$ cat src/rtl/req_ack_pkg.sv
// -----------------------------------------------------------------------------
// req_ack_pkg
// Shared definitions for the request/acknowledge scheduler: FSM state
// encoding, default timing parameters and the round-robin pointer helper.
// -----------------------------------------------------------------------------
package req_ack_pkg;

    // Scheduler FSM states
    typedef enum logic [1:0] {
        ST_IDLE     = 2'd0,
        ST_ISSUE    = 2'd1,
        ST_WAIT_ACK = 2'd2,
        ST_GAP      = 2'd3
    } state_e;

    // Minimum spacing, in cycles, between consecutive req pulses
    localparam int MIN_GAP_DEF     = 8;
    // Last counter value after a req pulse at which ack is still accepted
    localparam int ACK_TIMEOUT_DEF = 15;

    // Next round-robin start index: (idx + 1) mod n
    function automatic int rr_next(input int idx, input int n);
        if (idx + 1 >= n) begin
            return 0;
        end else begin
            return idx + 1;
        end
    endfunction

endpackage

$ cat src/rtl/rr_arbiter.sv
// -----------------------------------------------------------------------------
// rr_arbiter
// Combinational round-robin selector. Searches the request vector starting
// at the pointer index and wrapping around; the first set bit wins.
//   req_vec_i   : request vector, one bit per client
//   ptr_i       : index holding top priority (must be < N)
//   gnt_idx_o   : index of the selected client (0 when nothing is requested)
//   gnt_valid_o : at least one request bit is set
// -----------------------------------------------------------------------------
module rr_arbiter #(
    parameter int N = 4
) (
    input  logic [N-1:0]         req_vec_i,
    input  logic [$clog2(N)-1:0] ptr_i,
    output logic [$clog2(N)-1:0] gnt_idx_o,
    output logic                 gnt_valid_o
);

    localparam int IW  = $clog2(N);
    localparam int IW1 = IW + 1;

    // One extra bit so ptr + offset never overflows before the wrap
    logic [IW:0] idx_s;

    // Scan from the highest offset down so the lowest offset that hits is
    // the last assignment and therefore the winner
    always_comb begin
        gnt_idx_o   = '0;
        gnt_valid_o = 1'b0;
        idx_s       = '0;
        for (int i = N - 1; i >= 0; i--) begin
            idx_s = {1'b0, ptr_i} + IW1'(i);
            if (idx_s >= IW1'(N)) begin
                idx_s = idx_s - IW1'(N);
            end else begin
                idx_s = idx_s;
            end
            if (req_vec_i[idx_s[IW-1:0]]) begin
                gnt_idx_o   = idx_s[IW-1:0];
                gnt_valid_o = 1'b1;
            end else begin
                gnt_valid_o = gnt_valid_o;
            end
        end
    end

endmodule

$ cat src/rtl/req_ack_scheduler.sv
// -----------------------------------------------------------------------------
// req_ack_scheduler
// Shares one req/ack resource between N_CLIENTS level-requesting clients.
// A client is granted round-robin, a one-cycle req pulse is issued, and the
// client is told through client_done (ack arrived in time) or client_err
// (ack window expired). Consecutive req pulses are at least MIN_GAP apart.
//   clk, rst_n   : clock, asynchronous active-low reset
//   client_req   : per-client level request
//   client_done  : one-cycle pulse to the owner when ack is accepted
//   client_err   : one-cycle pulse to the owner when ack timed out
//   req / ack    : handshake with the shared resource
//   busy         : FSM outside IDLE
//   owner        : currently or last granted client
//   stray_ack    : sticky, ack observed with no transaction outstanding
// -----------------------------------------------------------------------------
module req_ack_scheduler
    import req_ack_pkg::*;
#(
    parameter int N_CLIENTS   = 4,
    parameter int MIN_GAP     = MIN_GAP_DEF,
    parameter int ACK_TIMEOUT = ACK_TIMEOUT_DEF
) (
    input  logic                         clk,
    input  logic                         rst_n,
    input  logic [N_CLIENTS-1:0]         client_req,
    output logic [N_CLIENTS-1:0]         client_done,
    output logic [N_CLIENTS-1:0]         client_err,
    output logic                         req,
    input  logic                         ack,
    output logic                         busy,
    output logic [$clog2(N_CLIENTS)-1:0] owner,
    output logic                         stray_ack
);

    localparam int IW      = $clog2(N_CLIENTS);
    // Counter must reach both the timeout decision point and the gap limit
    localparam int CNT_MAX = (ACK_TIMEOUT + 1 > MIN_GAP) ? ACK_TIMEOUT + 1 : MIN_GAP;
    localparam int CNT_W   = $clog2(CNT_MAX + 1);

    localparam logic [CNT_W-1:0]     CNT_TMO = CNT_W'(ACK_TIMEOUT);
    localparam logic [CNT_W-1:0]     CNT_GAP = CNT_W'(MIN_GAP - 1);
    localparam logic [CNT_W-1:0]     CNT_SAT = {CNT_W{1'b1}};
    localparam logic [N_CLIENTS-1:0] ONE_OH  = {{(N_CLIENTS-1){1'b0}}, 1'b1};

    state_e                 state_q;
    logic                   pend_q;     // owner chosen in IDLE, ISSUE follows
    logic                   req_q;
    logic                   busy_q;
    logic [IW-1:0]          owner_q;
    logic [IW-1:0]          ptr_q;
    logic [N_CLIENTS-1:0]   err_q;
    logic                   stray_q;
    logic [CNT_W-1:0]       cnt_q;
    logic [CNT_W-1:0]       cnt_d;
    logic [IW-1:0]          gnt_idx_s;
    logic                   gnt_valid_s;
    logic [N_CLIENTS-1:0]   owner_oh_s;
    logic [N_CLIENTS-1:0]   done_s;

    rr_arbiter #(
        .N (N_CLIENTS)
    ) u_rr_arbiter (
        .req_vec_i   (client_req),
        .ptr_i       (ptr_q),
        .gnt_idx_o   (gnt_idx_s),
        .gnt_valid_o (gnt_valid_s)
    );

    assign owner_oh_s = ONE_OH << owner_q;

    // Done must coincide with the ack cycle, so it is decoded from the
    // registered state and the live ack
    always_comb begin
        if ((state_q == ST_WAIT_ACK) && ack) begin
            done_s = owner_oh_s;
        end else begin
            done_s = '0;
        end
    end

    // Cycle counter: 1 in the cycle after ISSUE, then counts up and saturates
    always_comb begin
        cnt_d = cnt_q;
        if (state_q == ST_ISSUE) begin
            cnt_d = CNT_W'(1);
        end else if ((cnt_q != '0) && (cnt_q != CNT_SAT)) begin
            cnt_d = cnt_q + CNT_W'(1);
        end else begin
            cnt_d = cnt_q;
        end
    end

    // Cycle counter register
    always_ff @(posedge clk or negedge rst_n) begin
        if (!rst_n) begin
            cnt_q <= '0;
        end else begin
            cnt_q <= cnt_d;
        end
    end

    // Scheduler FSM with registered req/busy/owner/err/stray outputs
    always_ff @(posedge clk or negedge rst_n) begin
        if (!rst_n) begin
            state_q <= ST_IDLE;
            pend_q  <= 1'b0;
            req_q   <= 1'b0;
            busy_q  <= 1'b0;
            owner_q <= '0;
            ptr_q   <= '0;
            err_q   <= '0;
            stray_q <= 1'b0;
        end else begin
            req_q <= 1'b0;
            err_q <= '0;
            if (ack && (state_q != ST_WAIT_ACK)) begin
                stray_q <= 1'b1;
            end
            case (state_q)
                ST_IDLE: begin
                    if (pend_q) begin
                        pend_q  <= 1'b0;
                        state_q <= ST_ISSUE;
                        req_q   <= 1'b1;
                        busy_q  <= 1'b1;
                    end else if (gnt_valid_s) begin
                        owner_q <= gnt_idx_s;
                        ptr_q   <= IW'(rr_next(int'(gnt_idx_s), N_CLIENTS));
                        pend_q  <= 1'b1;
                    end
                end
                ST_ISSUE: begin
                    state_q <= ST_WAIT_ACK;
                end
                ST_WAIT_ACK: begin
                    if (ack) begin
                        state_q <= ST_GAP;
                    end else if (cnt_q >= CNT_TMO) begin
                        err_q   <= owner_oh_s;
                        state_q <= ST_GAP;
                    end
                end
                ST_GAP: begin
                    // A pending request skips IDLE so spacing is exactly MIN_GAP
                    if (cnt_q >= CNT_GAP) begin
                        if (gnt_valid_s) begin
                            owner_q <= gnt_idx_s;
                            ptr_q   <= IW'(rr_next(int'(gnt_idx_s), N_CLIENTS));
                            state_q <= ST_ISSUE;
                            req_q   <= 1'b1;
                        end else begin
                            state_q <= ST_IDLE;
                            busy_q  <= 1'b0;
                        end
                    end
                end
                default: begin
                    state_q <= ST_IDLE;
                    pend_q  <= 1'b0;
                    busy_q  <= 1'b0;
                end
            endcase
        end
    end

    assign client_done = done_s;
    assign client_err  = err_q;
    assign req         = req_q;
    assign busy        = busy_q;
    assign owner       = owner_q;
    assign stray_ack   = stray_q;

endmodule

$ cat config.mk
export PLATFORM = sky130hd
export DESIGN_NAME = req_ack_scheduler
export DESIGN_NICKNAME = d
export VERILOG_FILES = /design/src/rtl/req_ack_pkg.sv /design/src/rtl/rr_arbiter.sv /design/src/rtl/req_ack_scheduler.sv
export SDC_FILE = /design/constraint.sdc
export NUM_CORES = 1
export LEC_CHECK = 0
export BUFFER_PORTS_ARGS = -buffer_cell sky130_fd_sc_hd__clkbuf_2
export CORE_MARGIN = 2
export CORE_UTILIZATION = 54
export DETAILED_ROUTE_END_ITERATION = 12
export PLACE_DENSITY_LB_ADDON = 0.2
export SKIP_CTS_REPAIR_TIMING = 1
export SLEW_MARGIN = 20
export SYNTH_ARGS = -nofsm -noshare
export SYNTH_HDL_FRONTEND = slang
export SYNTH_SLANG_ARGS = --single-unit
$ cat constraint.sdc
create_clock -name clk -period 2.3 [get_ports clk]
set_input_delay 0.115 -clock clk [delete_from_list [all_inputs] [get_ports clk]]
set_output_delay 0.115 -clock clk [all_outputs]
set_load 0.01 [all_outputs]
* Word-level counts from Yosys, hierarchy flattened
Cells that the tools add are included.
Word-level totals: bits in registers 19
Cells by class: shift operators 1, reduce and logical (&&, ||, !) cells 10, muxes and demuxes 50, equal/unequal tests 10, $lt $le $gt $ge 11, add/sub/neg operators 9
Operator list (number):
- $mux W2 | 19
- $mux W1 | 16
- $mux W4 | 4
- $ge A3 B3 Y1 const B | 4
- $lt A2 B3 Y1 const B | 4
- $mux W5 | 2
- $ne A2 B2 Y1 const B | 5
- $bmux W1 S2 | 4
- $pmux W2 S2 | 2
- $pmux W2 S4 | 1
- $sub A2 B1 Y2 const B | 4
- $add A2 B1 Y3 const B | 2
- $add A2 B2 Y3 const B | 2
- $reduce_and A3 Y1 | 2
- $add A5 B1 Y5 const B | 1
- $ge A5 B3 Y1 const B | 1
- $ge A5 B4 Y1 const B | 1
- $ne A5 B5 Y1 const B | 1
- $reduce_bool A5 Y1 | 1
- $eq A2 B2 Y1 const B | 2
- $pmux W1 S2 | 2
- $reduce_and A4 Y1 | 1
- $reduce_bool A2 Y1 | 2
- $shl A1 B2 Y4 const A | 1
- other kinds (5) | 7

* Depth between registers and ports, before layout
depth in word-level cells 15, gate-level depth with buffers 7, mapped depth without buffers 7

* Modules after synthesis
Synthesis repeated with hierarchy kept, for this count alone.
Second synthesis, totals: cells, all modules 107, area total of the unflattened synthesis 1104.8 µm²
Modules (own cells, without submodules):
- req_ack_scheduler | cells an instance 94, times used 1, sequential area each 475.5 µm², area each 1027.2 µm²
- rr_arbiter | cells an instance 13, times used 1, sequential area each 0.0 µm², area each 77.6 µm²

* Worst setup path after synthesis
No wires, ideal clock.
kind flip-flop to flip-flop, start reg cnt_q[0], end reg state_q[1], slack 0.530 ns, period minus slack after synthesis 1.770 ns, data arrival time 1.645 ns, setup time 0.125 ns, stages on the path, launching flop included 8, cell sequence dfrtp_1 > ha_1 > and3_2 > ha_1 > nor2_1 > nand4b_1 > nand3_1 > mux2_2
On the way: longest elaborated chain between the ends 3, elaborated cells between the ends (all ways) 5, classes of those cells order compare (2); eq/ne (2); reduce/logical (1)
RTL lines:
- start, declared | line req_ack_scheduler.sv:53 | logic [CNT_W-1:0] cnt_q;
- start signal, assigned | line req_ack_scheduler.sv:98 | cnt_q <= cnt_d;
- $ge A5 B4 Y1 or $ge A5 B3 Y1 (tied branches) | line req_ack_scheduler.sv:138, req_ack_scheduler.sv:145
- $ne A3 B2 Y1 (no source line) or $ne A2 B2 Y1 (tied branches)
- $reduce_and A3 Y1 (no source line) *
- end signal, assigned | line req_ack_scheduler.sv:137 | state_q <= ST_GAP;
- end signal, assigned | line req_ack_scheduler.sv:140 | state_q <= ST_GAP;
- end signal, assigned | line req_ack_scheduler.sv:149 | state_q <= ST_ISSUE;
- end, declared | line req_ack_scheduler.sv:45 | state_e state_q;
Every way passes the cells marked *; elsewhere a longest branch is shown, timed or not. A chain may end at the register's enable or synchronous reset.

* Final worst setup path
start reg cnt_q[1], end reg state_q[1]
The elaborated chain is that of the path after synthesis.

==> flow_summary.json <==
{
  "first_global_vias": 906,
  "switching_share_pct": 41.6,
  "first_pass_iters": 4,
  "hold_class": "input pin to flip-flop",
  "synthArstFlopShare_pct": 100,
  "gp_congestion": 0.756,
  "place_ws_ns": 0.385,
  "final_cell_mix": "dfrtp_1, clkbuf_2, nor2_1",
  "clkPwrFrac_pct": 11.2,
  "synthTopCellsByArea": "dfrtp_1, ha_1, nor2_1, nand2b_1, mux2_2",
  "finalSetupViolCount": 0,
  "setup_ws_ns": 0.389,
  "timing.fmax_ghz": 0.523,
  "ir_drop_mv": 0.795,
  "p_int_uw": 880,
  "crit_fanout": 6,
  "yosys_most_used_dff": "dfrtp_1",
  "power.density_mw_per_mm2": 1210,
  "drive_gt1_share_pct": 24.4,
  "initial_core_util_pct": 56.3,
  "seq_area_frac_synth_pct": 43.5,
  "synth_seq_cells": 19,
  "postSynthAreaPerCell_um2": 10.1,
  "power.total_mw": 1.51,
  "startpoint_type": "flip-flop",
  "combinationalPowerShare_pct": 50.6,
  "drt_iter0_drc": 18,
  "ioPinCount": 20,
  "grt_pass1_wl_mm": 3.80,
  "slowest_stage": "dfrtp_1",
  "rsz0062_at_grt": "false",
  "total_leakage_power_nw": 0.598,
  "antenna_found_initial": 0,
  "slowest_delay_ns": 0.45,
  "die_w_um": 49,
  "nets": 148,
  "grt_overflow": 0,
  "critical_path.most_common_cell": "ha_1",
  "h-tree-depth": 1,
  "maxSlewHeadroom_pct": 65.9,
  "row_count": 16,
  "synth_edf_count": 0,
  "cts.sink_count": 19,
  "diodes": 0,
  "tightest_slew_ns": 0.506,
  "sequentialPowerShare_pct": 38.2,
  "clk_latency_ns": 0.29,
  "cts_tree": "done",
  "ant_nets": 0,
  "path_clk_slew_ns": 0.11,
  "fin_tns_setup_ns": 0,
  "hpwl_mm": 1.53,
  "design.core.area_mm2": 0.00194,
  "vias": 872,
  "cts_buffer_depth": 2,
  "area_delta_synth_final_pct": 14.2,
  "drc": 0,
  "outcome": "finished clean",
  "yosysTopAreaCell": "dfrtp_1",
  "grt_usage_pct": 20.3,
  "fillerInstances": 168,
  "maxCapViolations": 0,
  "die_height_um": 49,
  "synth_nets": 124,
  "viasPerCell": 5.52,
  "p_sw_uw": 627,
  "cts_buffers": 3,
  "grt_max_degree": 20,
  "critPathKind": "flip-flop to flip-flop",
  "routedWlPerCell_um": 12.8,
  "die_area_mm2": 0.00240,
  "synthCells": 108,
  "post-route-period-util_pct": 83.1,
  "syn_area_mm2": 0.00109,
  "synth_warnings": 0,
  "crit_arrival_ns": 2.10,
  "wirelength_mm": 2.02,
  "drv_slew": 0,
  "port-buffer-count": 19,
  "min_period_ns": 1.91,
  "cp-end-kind": "flip-flop",
  "path_cells": "ha_1 > and3_2 > ha_1 > nor2_1 > nand4b_1 > nand3_1 > mux2_2",
  "ctsRootBufferMaster": "clkbuf_4",
  "skew_ns": 0.00323,
  "synth_top_area_share_pct": 43.5,
  "crit_required_ns": 2.49,
  "hold_viol": 0,
  "synth_cell_types": 34
}
-- layout make-up --
class | count | area, um^2 | area share (%)
Clock buffer | 3 | 22.5 | 1.80
Inverter | 6 | 22.5 | 1.80
Timing Repair Buffer | 20 | 105 | 8.42
Clock inverter | 1 | 5.00 | 0.401
Sequential cell | 19 | 475 | 38.1
Multi-Input combinational cell | 82 | 584 | 46.8
Tap cell | 27 | 33.8 | 2.71
-- flip-flops by register name, summed over array words and instances, names as in the netlist --
register	cells
pend_q	1
cnt_q	5
ptr_q	2
state_q	2
busy	1
owner	2
stray_ack	1
client_err	4
req	1
-- power by group through the flow --
| stage | clock network (mW) | logic, mW | registers (mW) |
|---|---|---|---|
| after global placement | 0 | 0.732 | 0.573 |
| after global routing | 0.186 | 0.859 | 0.604 |
| after CTS | 0.174 | 0.762 | 0.574 |
| after detailed placement | 0 | 0.761 | 0.580 |
| after floorplan | 0 | 0.605 | 0.558 |
| final | 0.169 | 0.762 | 0.576 |
-- metal layers --
layer | vias up | global-route usage [%] | share of wire [%]
met1 | 410 | 26.3 | 47
met2 | 22 | 33.6 | 47
met5 | - | 0 | 0
li1 | 434 | - | -
met3 | 6 | 3.07 | 3.7
met4 | 0 | 9.05 | 2.6
-- path summary, 6_finish.rpt --
| kind | from | endpoint | slack, ns | cells past startpoint |
|---|---|---|---|---|
| max | cnt_q[1] | state_q[1] | 0.39 | 7 |
| min | ack | stray_ack | 0.07 | 2 |
| max reg2reg | cnt_q[1] | state_q[1] | 0.39 | 7 |
| min reg2reg | stray_ack | stray_ack | 0.48 | 1 |
| max in group asynchronous | rst_n | cnt_q[0] | 1.68 | 2 |
| min in group asynchronous | rst_n | owner[1] | 0.30 | 2 |
-- metrics by stage --
| stage | instances | util [%] | hold slack [ns] | cell area (um^2) |
|---|---|---|---|---|
| floorplan | 108 | - | -0.181 | 1090 |
| global placement | 153 | 62.4 | 0.0875 | 1210 |
| detailed placement | 153 | 62.4 | 0.0891 | 1210 |
| CTS | 157 | 63.8 | -0.242 | 1240 |
| global route | 158 | 64.3 | 0.103 | 1250 |
| finish | 158 | 64.3 | 0.0721 | 1250 |
-- synth_stat cells (2+ instances only) --
master / n
mux2i_1: 2
o2bb2ai_1: 2
a21oi_1: 2
mux2_2: 4
dfrtp_1: 19
nand2b_1: 8
a211oi_1: 4
nor2_1: 14
xor2_1: 2
o21ai_0: 3
nand4_1: 3
ha_1: 9
nand2_1: 6
nand3_1: 4
inv_1: 6
nor3_1: 2
-- worst max-delay path: cells and delay by family, from the launching register on --
kind | cells | cell delay, ns
flip-flops | 1 | 0.45
AND/OR/NAND/NOR | 4 | 0.62
multiplexers | 1 | 0.33
adder cells (fa/ha/maj) | 2 | 0.41
-- cell families (layout without fill, tap and decap cells) --
| group | Yosys count | after routing | synth area share [%] |
|---|---|---|---|
| compound gates | 15 | 15 | 9.61 |
| mux | 6 | 6 | 5.95 |
| buf+inv | 7 | 30 | 3.09 |
| flops | 19 | 19 | 43.5 |
| fa+ha+maj | 9 | 9 | 10.3 |
| xor+xnor | 3 | 3 | 2.40 |
| simple gates | 49 | 49 | 25.2 |
No activity file was read; power rests on OpenSTA's default activity.
